File: src/rtl/psg_write_decoder_pkg.sv
// Shared definitions for the SN76489 PSG write decoder.
//
// Contents:
//   reg_type_e     - register type bit carried in the latch (tone/noise vs attenuation)
//   NOISE_CHANNEL  - channel number that selects the noise register when the type is tone
//   ATTEN_RESET    - attenuation reset value (fully silent)
//   busy_state_e   - state encoding of the write busy timer FSM
package psg_write_decoder_pkg;

  typedef enum logic {
    REG_TONE  = 1'b0,
    REG_ATTEN = 1'b1
  } reg_type_e;

  localparam logic [1:0] NOISE_CHANNEL = 2'd3;
  localparam logic [3:0] ATTEN_RESET   = 4'hF;

  typedef enum logic {
    BUSY_IDLE   = 1'b0,
    BUSY_ACTIVE = 1'b1
  } busy_state_e;

endpackage

File: src/rtl/psg_write_decoder_busy_timer.sv
// write_busy_timer: holds READY low for WRITE_CYCLES cycles after a write.
//
// Ports:
//   clk    in   system clock
//   rst_n  in   synchronous active-low reset
//   start  in   one-cycle pulse: an accepted write is being applied this cycle
//   ready  out  high while idle (r_state == BUSY_IDLE)
//
// The FSM state is kept in r_state (busy_state_e) so it can be observed directly.
module write_busy_timer
  import psg_write_decoder_pkg::*;
#(
  parameter int WRITE_CYCLES = 32
) (
  input  logic clk,
  input  logic rst_n,
  input  logic start,
  output logic ready
);

  localparam int CNT_W = (WRITE_CYCLES > 1) ? $clog2(WRITE_CYCLES) : 1;
  localparam logic [CNT_W-1:0] LOAD = CNT_W'(WRITE_CYCLES - 1);

  busy_state_e      r_state;
  busy_state_e      w_state_next;
  logic [CNT_W-1:0] r_cnt;
  logic [CNT_W-1:0] w_cnt_next;

  always_ff @(posedge clk) begin
    if (!rst_n) begin
      r_state <= BUSY_IDLE;
      r_cnt   <= '0;
    end else begin
      r_state <= w_state_next;
      r_cnt   <= w_cnt_next;
    end
  end

  // BUSY spans counts LOAD..0 inclusive, i.e. exactly WRITE_CYCLES cycles.
  always_comb begin
    w_state_next = r_state;
    w_cnt_next   = r_cnt;
    case (r_state)
      BUSY_IDLE: begin
        if (start) begin
          w_state_next = BUSY_ACTIVE;
          w_cnt_next   = LOAD;
        end
      end
      BUSY_ACTIVE: begin
        if (r_cnt == '0) begin
          w_state_next = BUSY_IDLE;
        end else begin
          w_cnt_next = r_cnt - CNT_W'(1);
        end
      end
      default: w_state_next = BUSY_IDLE;
    endcase
  end

  assign ready = (r_state == BUSY_IDLE);

endmodule

File: src/rtl/psg_write_decoder.sv
// psg_write_decoder: host-side register interface of the SN76489 PSG.
//
// Ports:
//   clk, rst_n          clock, synchronous active-low reset
//   data[7:0]           host write byte
//   cs_n, we_n          active-low chip select / write enable
//   ready               high = a write can be accepted
//   tone0..tone2        tone period registers (TONE_BITS wide)
//   atten0..atten3      attenuation registers, atten3 = noise channel
//   noise_control[2:0]  {FB, NF1, NF0}
//   restart_noise       one-cycle pulse on every noise register write
//
// Handshake: a write is the rising edge of req = !cs_n & !we_n, sampled at a
// clock edge while ready is high. Edges seen while ready is low are dropped,
// and a held req never repeats. The accepted byte is applied one edge later,
// at which point ready drops for WRITE_CYCLES cycles.
module psg_write_decoder
  import psg_write_decoder_pkg::*;
#(
  parameter int WRITE_CYCLES = 32,
  parameter int TONE_BITS    = 10
) (
  input  logic                 clk,
  input  logic                 rst_n,
  input  logic [7:0]           data,
  input  logic                 cs_n,
  input  logic                 we_n,
  output logic                 ready,
  output logic [TONE_BITS-1:0] tone0,
  output logic [TONE_BITS-1:0] tone1,
  output logic [TONE_BITS-1:0] tone2,
  output logic [3:0]           atten0,
  output logic [3:0]           atten1,
  output logic [3:0]           atten2,
  output logic [3:0]           atten3,
  output logic [2:0]           noise_control,
  output logic                 restart_noise
);

  logic                 w_req;
  logic                 w_ready;
  logic                 w_is_latch;
  logic [2:0]           w_sel;
  logic [1:0]           w_ch;
  reg_type_e            w_type;

  logic                 r_req_d;
  logic                 r_accept;
  logic [7:0]           r_data;
  logic [2:0]           r_latch;
  logic [TONE_BITS-1:0] r_tone [3];
  logic [3:0]           r_atten [4];
  logic [2:0]           r_noise;
  logic                 r_restart;

  assign w_req = ~cs_n & ~we_n;

  // Decode of the byte captured with the accept; a latch byte selects its
  // own target, a data byte reuses the stored latch.
  assign w_is_latch = r_data[7];
  assign w_sel      = w_is_latch ? r_data[6:4] : r_latch;
  assign w_ch       = w_sel[2:1];
  assign w_type     = reg_type_e'(w_sel[0]);

  write_busy_timer #(
    .WRITE_CYCLES(WRITE_CYCLES)
  ) u_busy_timer (
    .clk  (clk),
    .rst_n(rst_n),
    .start(r_accept),
    .ready(w_ready)
  );

  always_ff @(posedge clk) begin
    if (!rst_n) begin
      // req history resets high so a request held through reset is not an edge
      r_req_d   <= 1'b1;
      r_accept  <= 1'b0;
      r_data    <= '0;
      r_latch   <= 3'b000;
      r_noise   <= '0;
      r_restart <= 1'b0;
      for (int i = 0; i < 3; i++) r_tone[i] <= '0;
      for (int i = 0; i < 4; i++) r_atten[i] <= ATTEN_RESET;
    end else begin
      r_req_d   <= w_req;
      r_accept  <= w_req & ~r_req_d & w_ready;
      r_data    <= data;
      r_restart <= 1'b0;
      if (r_accept) begin
        if (w_is_latch) r_latch <= r_data[6:4];
        if (w_type == REG_ATTEN) begin
          r_atten[w_ch] <= r_data[3:0];
        end else if (w_ch == NOISE_CHANNEL) begin
          r_noise   <= r_data[2:0];
          r_restart <= 1'b1;
        end else begin
          // Byte-granular tone update: latch byte fills the low nibble,
          // data byte fills the upper bits.
          for (int i = 0; i < 3; i++) begin
            if (w_ch == 2'(i)) begin
              if (w_is_latch) r_tone[i][3:0] <= r_data[3:0];
              else            r_tone[i][TONE_BITS-1:4] <= r_data[TONE_BITS-5:0];
            end
          end
        end
      end
    end
  end

  assign ready         = w_ready;
  assign tone0         = r_tone[0];
  assign tone1         = r_tone[1];
  assign tone2         = r_tone[2];
  assign atten0        = r_atten[0];
  assign atten1        = r_atten[1];
  assign atten2        = r_atten[2];
  assign atten3        = r_atten[3];
  assign noise_control = r_noise;
  assign restart_noise = r_restart;

endmodule

File: config.mk
export PLATFORM = sky130hd
export DESIGN_NAME = psg_write_decoder
export DESIGN_NICKNAME = d
export VERILOG_FILES = /design/src/rtl/psg_write_decoder_pkg.sv /design/src/rtl/psg_write_decoder_busy_timer.sv /design/src/rtl/psg_write_decoder.sv
export SDC_FILE = /design/constraint.sdc
export NUM_CORES = 1
export LEC_CHECK = 0
export ABC_CLOCK_PERIOD_IN_PS = 2700
export CAP_MARGIN = 15
export CORE_UTILIZATION = 49
export CTS_CLUSTER_DIAMETER = 80
export DETAILED_ROUTE_END_ITERATION = 6
export PLACE_DENSITY = 0.86
export SLEW_MARGIN = 10
export SYNTH_ARGS = -nofsm -noshare
export SYNTH_HDL_FRONTEND = slang
export SYNTH_SLANG_ARGS = --single-unit
File: constraint.sdc
create_clock -name clk -period 2.7 [get_ports clk]
set_input_delay 0.54 -clock clk [delete_from_list [all_inputs] [get_ports clk]]
set_output_delay 0.54 -clock clk [all_outputs]
set_load 0.01 [all_outputs]
## Yosys cells after proc, flatten, opt, wreduce, memory -nomap -nowiden

Memory sizes are Yosys's and may differ from the RTL's.
Cells that the tools add are included.

- Register bits: 23
- Memory bits (writable): 46
- Bits of input ports: 12
- Memories: 2

- Add/sub/neg operators: 1
- Equality and inequality tests: 5
- Muxes and demuxes: 60
- Bitwise logic cells: 16
- Reductions and logical operators: 6

Memory list:

| name | words | bits a word | rd ports | clocked after memory_dff | wr ports | line | RTL |
|---|---|---|---|---|---|---|---|
| r_tone | 3 | 10 | 3 | 0 | 3 | psg_write_decoder.sv:51 | `logic [TONE_BITS-1:0] r_tone [3];` |
| r_atten | 4 | 4 | 4 | 0 | 4 | psg_write_decoder.sv:52 | `logic [3:0] r_atten [4];` |

Operator list:

| cell | count |
|---|---|
| $mux 1 | 47 |
| $mux 6 | 3 |
| $mux 4 | 4 |
| $mux 5 | 2 |
| $pmux 5 s2 | 1 |
| $not 1->1 | 7 |
| $or 1x1->1 | 6 |
| $logic_not 5->1 | 1 |
| $sub 5x1->5 const B | 1 |
| $eq 2x2->1 const B | 2 |
| $reduce_or 4->1 | 1 |
| $and 1x1->1 | 3 |
| $mux 3 | 1 |
| $reduce_and 3->1 | 1 |
| $reduce_or 3->1 | 1 |
| $eq 2x1->1 const B | 1 |
| $logic_not 2->1 | 1 |
| $mux 2 | 1 |
| $ne 2x1->1 const B | 1 |
| $ne 2x2->1 const B | 1 |
| $pmux 1 s2 | 1 |
| $reduce_and 2->1 | 1 |

## Logic depth before layout (Yosys ltp)

- Word-level depth: 9
- Depth in mapped cells: 5
- Mapped depth without buffers: 5

## Modules after synthesis

From an unflattened synthesis, not the netlist that was laid out.

- Cells, all modules: 195
- Area, all modules: 2605.0 sq um

By module, submodules not included:

| module | times used | cells an instance | area each (sq um) | sequential area each (sq um) |
|---|---|---|---|---|
| psg_write_decoder | 1 | 163 | 2311.0 | 1721.7 |
| write_busy_timer | 1 | 32 | 294.0 | 120.1 |

## Worst setup path after synthesis

No wires, ideal clock.

- Path type: register to register
- Start: reg r_data[7]
- End: mem r_tone[0][4] (enable)
- Setup time: 389 ps
- Arrival: 1656 ps
- Slack: 655 ps
- Stages on the path, launching flop included: 4
- Period minus slack after synthesis: 2045 ps
- Cells stage by stage: dfxtp_1 > mux2i_2 > nand2_1 > o41ai_1

RTL lines:

| what | line | RTL |
|---|---|---|
| start, declared | psg_write_decoder.sv:49 | `logic [7:0] r_data;` |
| start signal, assigned | psg_write_decoder.sv:88 | `r_data <= data;` |
| end, declared | psg_write_decoder.sv:51 |  |

==> impl_metrics.ini <==
[outcome]
status = finished clean

[power_and_ir_drop]
p_int_mw = 1.70
swShare = 0.218
p_switching_uw = 473
comb_power_share = 0.062
pwr-share-seq = 0.540
p_leak_nw = 1.21
ir_drop_mv = 0.476
clockPowerShare = 0.398
power_mw = 2.17
power_density_nw_per_um2 = 609

[grt]
grt_max_degree = 15
grt_pass1_wl_um = 8360
antenna_found_initial = 0
grt_usage = 0.211
grt_pass1_vias = 1715
grt_overflow = 0

[clock_network]
path_clk_slew_ns = 0.07
cts_hold_buffers = 0
htreeDepth = 3
clk_path_buf_depth = 2
cts_num_sinks = 69
post_cts_resized = 0
cts_buffers = 9
clock_latency_ns = 0.35
cts_tree = yes
root_buffer = clkbuf_8
cts_setup_buffers = 0

[floorplan]
core_region_area_um2 = 5140
rows = 26
dieHeight_um = 75.4
start_util = 0.513
dieArea_um2 = 5680
ioPinCount = 63
fp.dieW_um = 75.4

[yosys]
synthFlopType = edfxtp_1
ys_seq_area_frac = 0.699
synth-simple-area-share = 0.149
synthAdderAreaFrac = 0.00949
synth_nets = 210
synthDistinctLibCells = 43
synth_top_family_by_area = simple AND/OR/NAND/NOR gates
synthesis.area_um2 = 2640
synth_xor_area_frac = 0
synth_commonest_cells = 46 x edfxtp_1, 27 x nand2_1, 23 x dfxtp_1
synth-seq-cells = 69
synth_warnings = 0
synth_largest_area_cell = edfxtp_1
synth_edf_count = 46
synthTopCellsByArea = edfxtp_1 52%, dfxtp_1 17%, and2_1 5.0%, nand2_1 3.8%, inv_1 1.6%
synthArstFlopShare = 0
netlist_instances = 196
synth-compound-area-share = 0.0916
synthMuxAreaShare = 0.0223
yosysMostFrequentCell = edfxtp_1
synth_area_per_cell_um2 = 13.5
synth_top_area_frac = 0.524

[finish]
fillers = 386
diodes = 0
register_area_um2 = 1840
stdcell_count = 342
multi_input_area_um2 = 717
nets = 281
syn2layout_area_growth_pct = 35.2
drive_gt1_frac = 0.118

[sta]
setup_ws_ns = 0.428
layout_min_cycle_time_ns = 2.27
rsz0062_at_grt = no
setup_tns_ns = 0
fin_worst_skew_ns = 0.00879
tightest_slew_ns = 0.634
finalSetupViolCount = 0
report.final.slew_viol_count = 0
fin_crit_sh = 0.842
finalHoldViolCount = 0
max_freq_mhz = 440
relSlewSlack = 0.573

[routing]
wl_per_cell_um = 15.7
drc_errors = 0
drt_wl_total_um = 5370
vias_per_cell = 5.27
antenna_left = 0
vias = 1803
firstDrtPassIters = 4
drt-initial-drc-count = 106

[place]
numPortBuffers = 62
routabilityCongestion = 0.869
dp.cells = 326
hpwl_um = 3760
pre_cts_ws_ns = 0.400

[setup_path]
cp_data_arrival_time_ns = 2.25
crit_chain = mux2i_2 > nand3_1 > o31ai_1
cp_max_fo = 14
slowest_stage = dfxtp_1
critPathMaxStageDelay_ns = 0.60
cp.required_ns = 2.68
critPathKind = reg -> reg
end_kind = register
start_kind = register

[job]
maxCapViolations = 0

[worst_hold_path]
min_path_type = reg -> reg
==> final timing paths <==
kind,from,endpoint,slack [ns],cells past startpoint
setup reg to reg,r_data[7],r_tone[1][0],0.43,3
hold / removal,noise_control[2],noise_control[2],0.47,2
setup / recovery,r_data[7],r_tone[1][0],0.43,3
hold reg to reg,noise_control[2],noise_control[2],0.47,2
==> registers in the layout (all words and copies together) (netlist names) <==
signal                cells
r_req_d                   1
restart_noise             1
u_busy_timer.r_cnt        5
r_data                    8
r_atten                  16
r_accept                  1
r_tone                   30
u_busy_timer.r_state      1
noise_control             3
r_latch                   3
==> layout make-up <==
class	instances	area share
clock buffer	11	0.0425
clock inverter	5	0.0165
inverter	11	0.0116
multi-input combinational	108	0.201
sequential	69	0.517
tap	70	0.0246
timing repair buffer	68	0.187
==> routing by layer <==
metal / global-route usage / up-vias / wire length (µm)
met2: 0.343 / 72 / 2690
met4: 0.121 / 0 / 153
li1: - / 844 / -
met5: 0 / - / 0
met1: 0.249 / 869 / 2230
met3: 0.0675 / 18 / 303
==> worst max-delay path, delay by kind of cell, from the launching register on <==
kind | cells | cell delay (ns)
simple gates | 1 | 0.21
flops | 1 | 0.60
compound gates | 1 | 0.60
mux | 1 | 0.51
==> layout by cell type, fill, tap and decap left out, drive strengths merged, types with 2 or more instances in the layout <==
master / synthesis / final
edfxtp: 46 / 46
a21boi: 2 / 2
a31oi: 2 / 2
nand2: 27 / 27
inv: 11 / 11
clkbuf: 5 / 11
clkdlybuf4s50: 0 / 62
or3: 2 / 2
nor3b: 2 / 2
a21oi: 7 / 7
nand3: 4 / 4
clkinv: 0 / 2
mux2i: 4 / 4
o41ai: 2 / 2
dfxtp: 23 / 23
ha: 2 / 2
o31ai: 3 / 3
clkinvlp: 0 / 2
a211oi: 2 / 2
nor3: 5 / 5
o21ai: 4 / 4
buf: 3 / 6
and2: 21 / 21
a31o: 3 / 3
==> cell families after synthesis <==
| family | count (synthesis) |
|---|---|
| buffers and inverters | 19 |
| flip-flops | 69 |
| adder cells (fa/ha/maj) | 2 |
| AO/OA/AOI/OAI | 30 |
| AND/OR/NAND/NOR | 71 |
| multiplexers | 5 |
==> power by group through the flow <==
stage | combinational (mW) | clock, mW | sequential, mW
after global routing | 0.145 | 0.916 | 1.17
after global placement | 0.129 | 0 | 1.19
after detailed placement | 0.134 | 0 | 1.20
after CTS | 0.135 | 0.875 | 1.17
after floorplan | 0.0594 | 0 | 1.20
final | 0.134 | 0.864 | 1.17
==> per-stage QoR <==
step | utilization | hold slack, ns | area (µm²)
after floorplan | - | 0.441 | 2640
after global placement | 0.652 | 0.447 | 3350
after detailed placement | 0.652 | 0.445 | 3350
after CTS | 0.693 | 0.467 | 3560
after global routing | 0.693 | 0.481 | 3560
final | 0.693 | 0.469 | 3560
(Power assumes the default switching activity.)
==> variant 1, RTL diff (config.mk and constraints unchanged) <==
Change the parameter `TONE_BITS` from 10 to 5.
--- a/src/rtl/psg_write_decoder.sv
+++ b/src/rtl/psg_write_decoder.sv
@@ -19,5 +19,5 @@
 #(
   parameter int WRITE_CYCLES = 32,
-  parameter int TONE_BITS    = 10
+  parameter int TONE_BITS    = 5
 ) (
   input  logic                 clk,
Ports: changed (resized tone0, tone1 and tone2); port bits go from 63 to 48. The function was not compared with the original's and may differ.
==> variant 1 against the original RTL <==
Sequential cell count down 15. Critical path type is now reg -> out. Power decreased by 30%. Largest power group unchanged. Setup slack improved by 320 ps. Global-route usage decreased by 2.1 points. Sequential share of layout area decreased by 0.96 points. Area after synthesis fell by 20%. Final area decreased by 23%. Non-clock buffer count is 18 lower. Sequential power decreased by 23%. Routed wire length shrank 30%.
==> variant 1: results (changes against the original RTL) <==
wl_mm: 3.75  # -30%
globalRouteMet1Util_pct: 22.8  # -2.1 points
synthTopCellsByArea: "edfxtp_1 44%, dfxtp_1 22%, nand2_1 4.8%"
ir_drop_uv: 495  # +4.1%
ys_types: 38  # -12%
path_delay_family: "buffers and inverters"
pre_cts_ws_ps: 590  # +190 ps
wl_met3_um: 213  # -30%
globalRouteMet3Util_pct: 5.74  # -1.0 points
path_max_fanout: 10  # -4
crit_start: "u_busy_timer.r_state"
io_buffer_count: 47  # -24%
track_usage_pct: 19.1  # -2.1 points
met1Wirelength_mm: 1.58  # -29%
slew_headroom_pct: 54.8  # -2.5 points
grt_pass1_vias: 1414  # -18%
synthAdderAreaFrac_pct: 1.19  # +0.24 points
grt_max_degree: 20  # +5
period_share_pct: 72.1  # -12 points
crit_path_end: "ready"
cp.arrival_ps: 1410  # -840 ps
netlist_instances: 176  # -10%
reg2reg_slack_ps: 780  # +350 ps
grt_pass1_wl_mm: 6.29  # -25%
synth_compound_area_share_pct: 9.05  # -0.11 points
timing.rr.end: "r_tone[1][3]"
vias: 1451  # -20%
finClkSkew_ps: 5.77  # -3.02 ps
status: "finished clean"
met2_usage_pct: 31.4  # -2.9 points
cp_slowest_stage_delay_ps: 510  # -90 ps
drive_gt1_share_pct: 8.33  # -3.4 points
placed_cell_area_um2: 2630  # -21%
-- variant 1: changes by cell type in the layout (fill, tap and decap cells not counted), sizes merged, moves of 5 or more --
cell           change
clkdlybuf4s50     -15
and2               -7
edfxtp            -15
clkbuf             -5
-- variant 1: power by group --
group | switching [W] | internal, W | total, W | leakage [nW]
Combinational | 0.0000477 | 0.0000516 | 0.0000993 | 0.424
Clock | 0.000236 | 0.000276 | 0.000513 | 0.0514
Sequential | 0.0000156 | 0.000886 | 0.000902 | 0.452
-- variant 1: cell type report --
class / count / area (um2) / share of cell area [%]
flip-flops and latches: 54 / 1390 / 50.7
multi-input cells: 106 / 648 / 23.6
repair buffers: 50 / 493 / 18.0
clock buffers: 6 / 72.6 / 2.65
well taps: 50 / 62.6 / 2.28
clock inverters: 2 / 37.5 / 1.37
inverters: 10 / 37.5 / 1.37
==> variant 2, RTL diff (same flow settings) <==
Without the edit above. `r_data` no longer has a reset.
--- a/src/rtl/psg_write_decoder.sv
+++ b/src/rtl/psg_write_decoder.sv
@@ -77,5 +77,4 @@
       r_req_d   <= 1'b1;
       r_accept  <= 1'b0;
-      r_data    <= '0;
       r_latch   <= 3'b000;
       r_noise   <= '0;
@@ -86,5 +85,4 @@
       r_req_d   <= w_req;
       r_accept  <= w_req & ~r_req_d & w_ready;
-      r_data    <= data;
       r_restart <= 1'b0;
       if (r_accept) begin
@@ -109,4 +107,8 @@
   end
 
+  always_ff @(posedge clk) begin
+    r_data <= data;
+  end
+
   assign ready         = w_ready;
   assign tone0         = r_tone[0];
Function: same outputs for any inputs over 10 cycles, from zero or initial values and one cycle with rst_n low; that may be too few to reach the edited logic, so the function may still have changed.
==> variant 2 against the original RTL <==
Utilization grew 1.4 points. Final cell count down 2.9%. Critical path depth rose by 1. Combinational power about the same. Setup slack gained 180 ps. Routed wire length is 6.5% lower. Final area down 3.2%. Via count fell by 4.2%. Power decreased by 7.1%. Sequential cell count unchanged. Area after synthesis decreased by 2.7%. Clock skew down 2.8 ps. Critical endpoint is now r_tone[2][7]. Largest cell class unchanged. Largest power group unchanged.
==> variant 2: results (changes against the original RTL) <==
status: "finished clean"
top_layer_used: "met4"
clk_pin_slew_ps: 70  # about the same
nets: 274  # -2.5%
met1Wirelength_mm: 2.22  # -0.40%
reg2reg_slack_ps: 650  # +220 ps
track_usage_pct: 20.3  # -0.79 points
path_max_fanout: 10  # -4
wl_met2_mm: 2.46  # -8.6%
ff2ff_path_depth: 3  # unchanged
place_hpwl_mm: 3.58  # -4.7%
fillers: 352  # -8.8%
drive_gt1_share_pct: 10.6  # -1.2 points
first_iter_violations: 72  # -32%
hold_end: "noise_control[2]"
placed_cells: 316  # -3.1%
syn_area_per_cell_um2: 13.7  # +1.5%
power.share.clock_pct: 35.1  # -4.7 points
wl_mm: 5.02  # -6.5%
synthTopCellsByArea: "edfxtp_1 54%, dfxtp_1 18%, nand2_1 3.9%"
cp_slowest_stage_delay_ps: 650  # +50 ps
holdPathStages: 2  # unchanged
p_seq_share_pct: 58.2  # +4.2 points
mappedNetlistNets: 202  # -3.8%
yosysWarnings: 0  # unchanged
ys_seq_area_share_pct: 71.8  # +1.9 points
insertion_delay_ps: 330  # -20 ps
ir_drop_uv: 330  # -31%
wl_met3_um: 235  # -22%
r2r_start: "r_data[7]"
gp_congestion: 0.809  # -6.9%
netlist_top_cells_count: "46 x edfxtp_1, 27 x nand2_1, 23 x dfxtp_1, 12 x and2_1, 11 x inv_1"
numCtsBuffers: 9  # unchanged
slowest_stage: "clkdlybuf4s50_1"
vias: 1727  # -4.2%
final_cells: 332  # -2.9%
antennaDiodeCount: 0  # unchanged
antenna_found_initial: 0  # unchanged
finClkSkew_ps: 5.99  # -2.80 ps
ys_types: 39  # -9.3%
leakagePower_nw: 1.19  # -1.6%
switching_share_pct: 22.0  # +0.24 points
post_cts.repair.setup_buffers: 0  # unchanged
grt_pass1_vias: 1638  # -4.5%
ctsHtreeMaxLevel: 3  # unchanged
hold_class: "reg -> reg"
grt_pass1_wl_mm: 8.01  # -4.2%
slew_headroom_pct: 52.8  # -4.5 points
cts_root_buf: "clkbuf_8"
cp.arrival_ps: 2100  # -150 ps
## variant 2: per-stage QoR
step | util (%) | setup WS (ps) | instance area [um2] | hold WS [ps] | power, W
CTS | 70.7 | 618 | 3450 | 465 | 0.00203
global route | 70.7 | 485 | 3450 | 484 | 0.00210
detailed placement | 67.3 | 291 | 3280 | 445 | 0.00133
floorplan | - | 572 | 2570 | 441 | 0.00126
finish | 70.7 | 605 | 3450 | 466 | 0.00202
global placement | 67.3 | 365 | 3280 | 454 | 0.00133
## variant 2: routing by layer
metal  vias to the layer above  GRT usage (%)
met2                        65           31.6
met3                        13           5.69
met5                         -              0
met4                         0           9.64
li1                        827              -
met1                       822           26.5
## variant 2: how the worst max path moves through the flow
stage / start / to / cells past startpoint
2_1_floorplan: r_data[7] / r_tone[0][4] / 3
3_3_place_gp: rst_n / r_tone[1][1] / 3
3_5_place_dp: rst_n / r_tone[2][6] / 4
4_1_cts: rst_n / r_tone[2][7] / 4
5_1_grt: rst_n / r_tone[2][6] / 4
6_report: rst_n / r_tone[2][7] / 4
## variant 2: kinds of logic after synthesis
family	synth area share (%)
buffers and inverters	2.88
flip-flops	71.8
AND/OR/NAND/NOR	13.4
AO/OA/AOI/OAI	8.83
multiplexers	2.15
adder cells (fa/ha/maj)	0.975
## variant 2: area by class of cell
cell class	instances	area (um2)	area share (%)
inverter	11	41.3	1.20
tap	67	83.8	2.43
sequential	69	1840	53.4
clock inverter	5	26.3	0.761
multi-input combinational	101	651	18.9
timing repair buffer	68	666	19.3
clock buffer	11	141	4.10
## variant 2: critical path, delay by kind of cell
family / cells / cell delay (ps)
simple gates: 3 / 910
buf+inv: 1 / 650
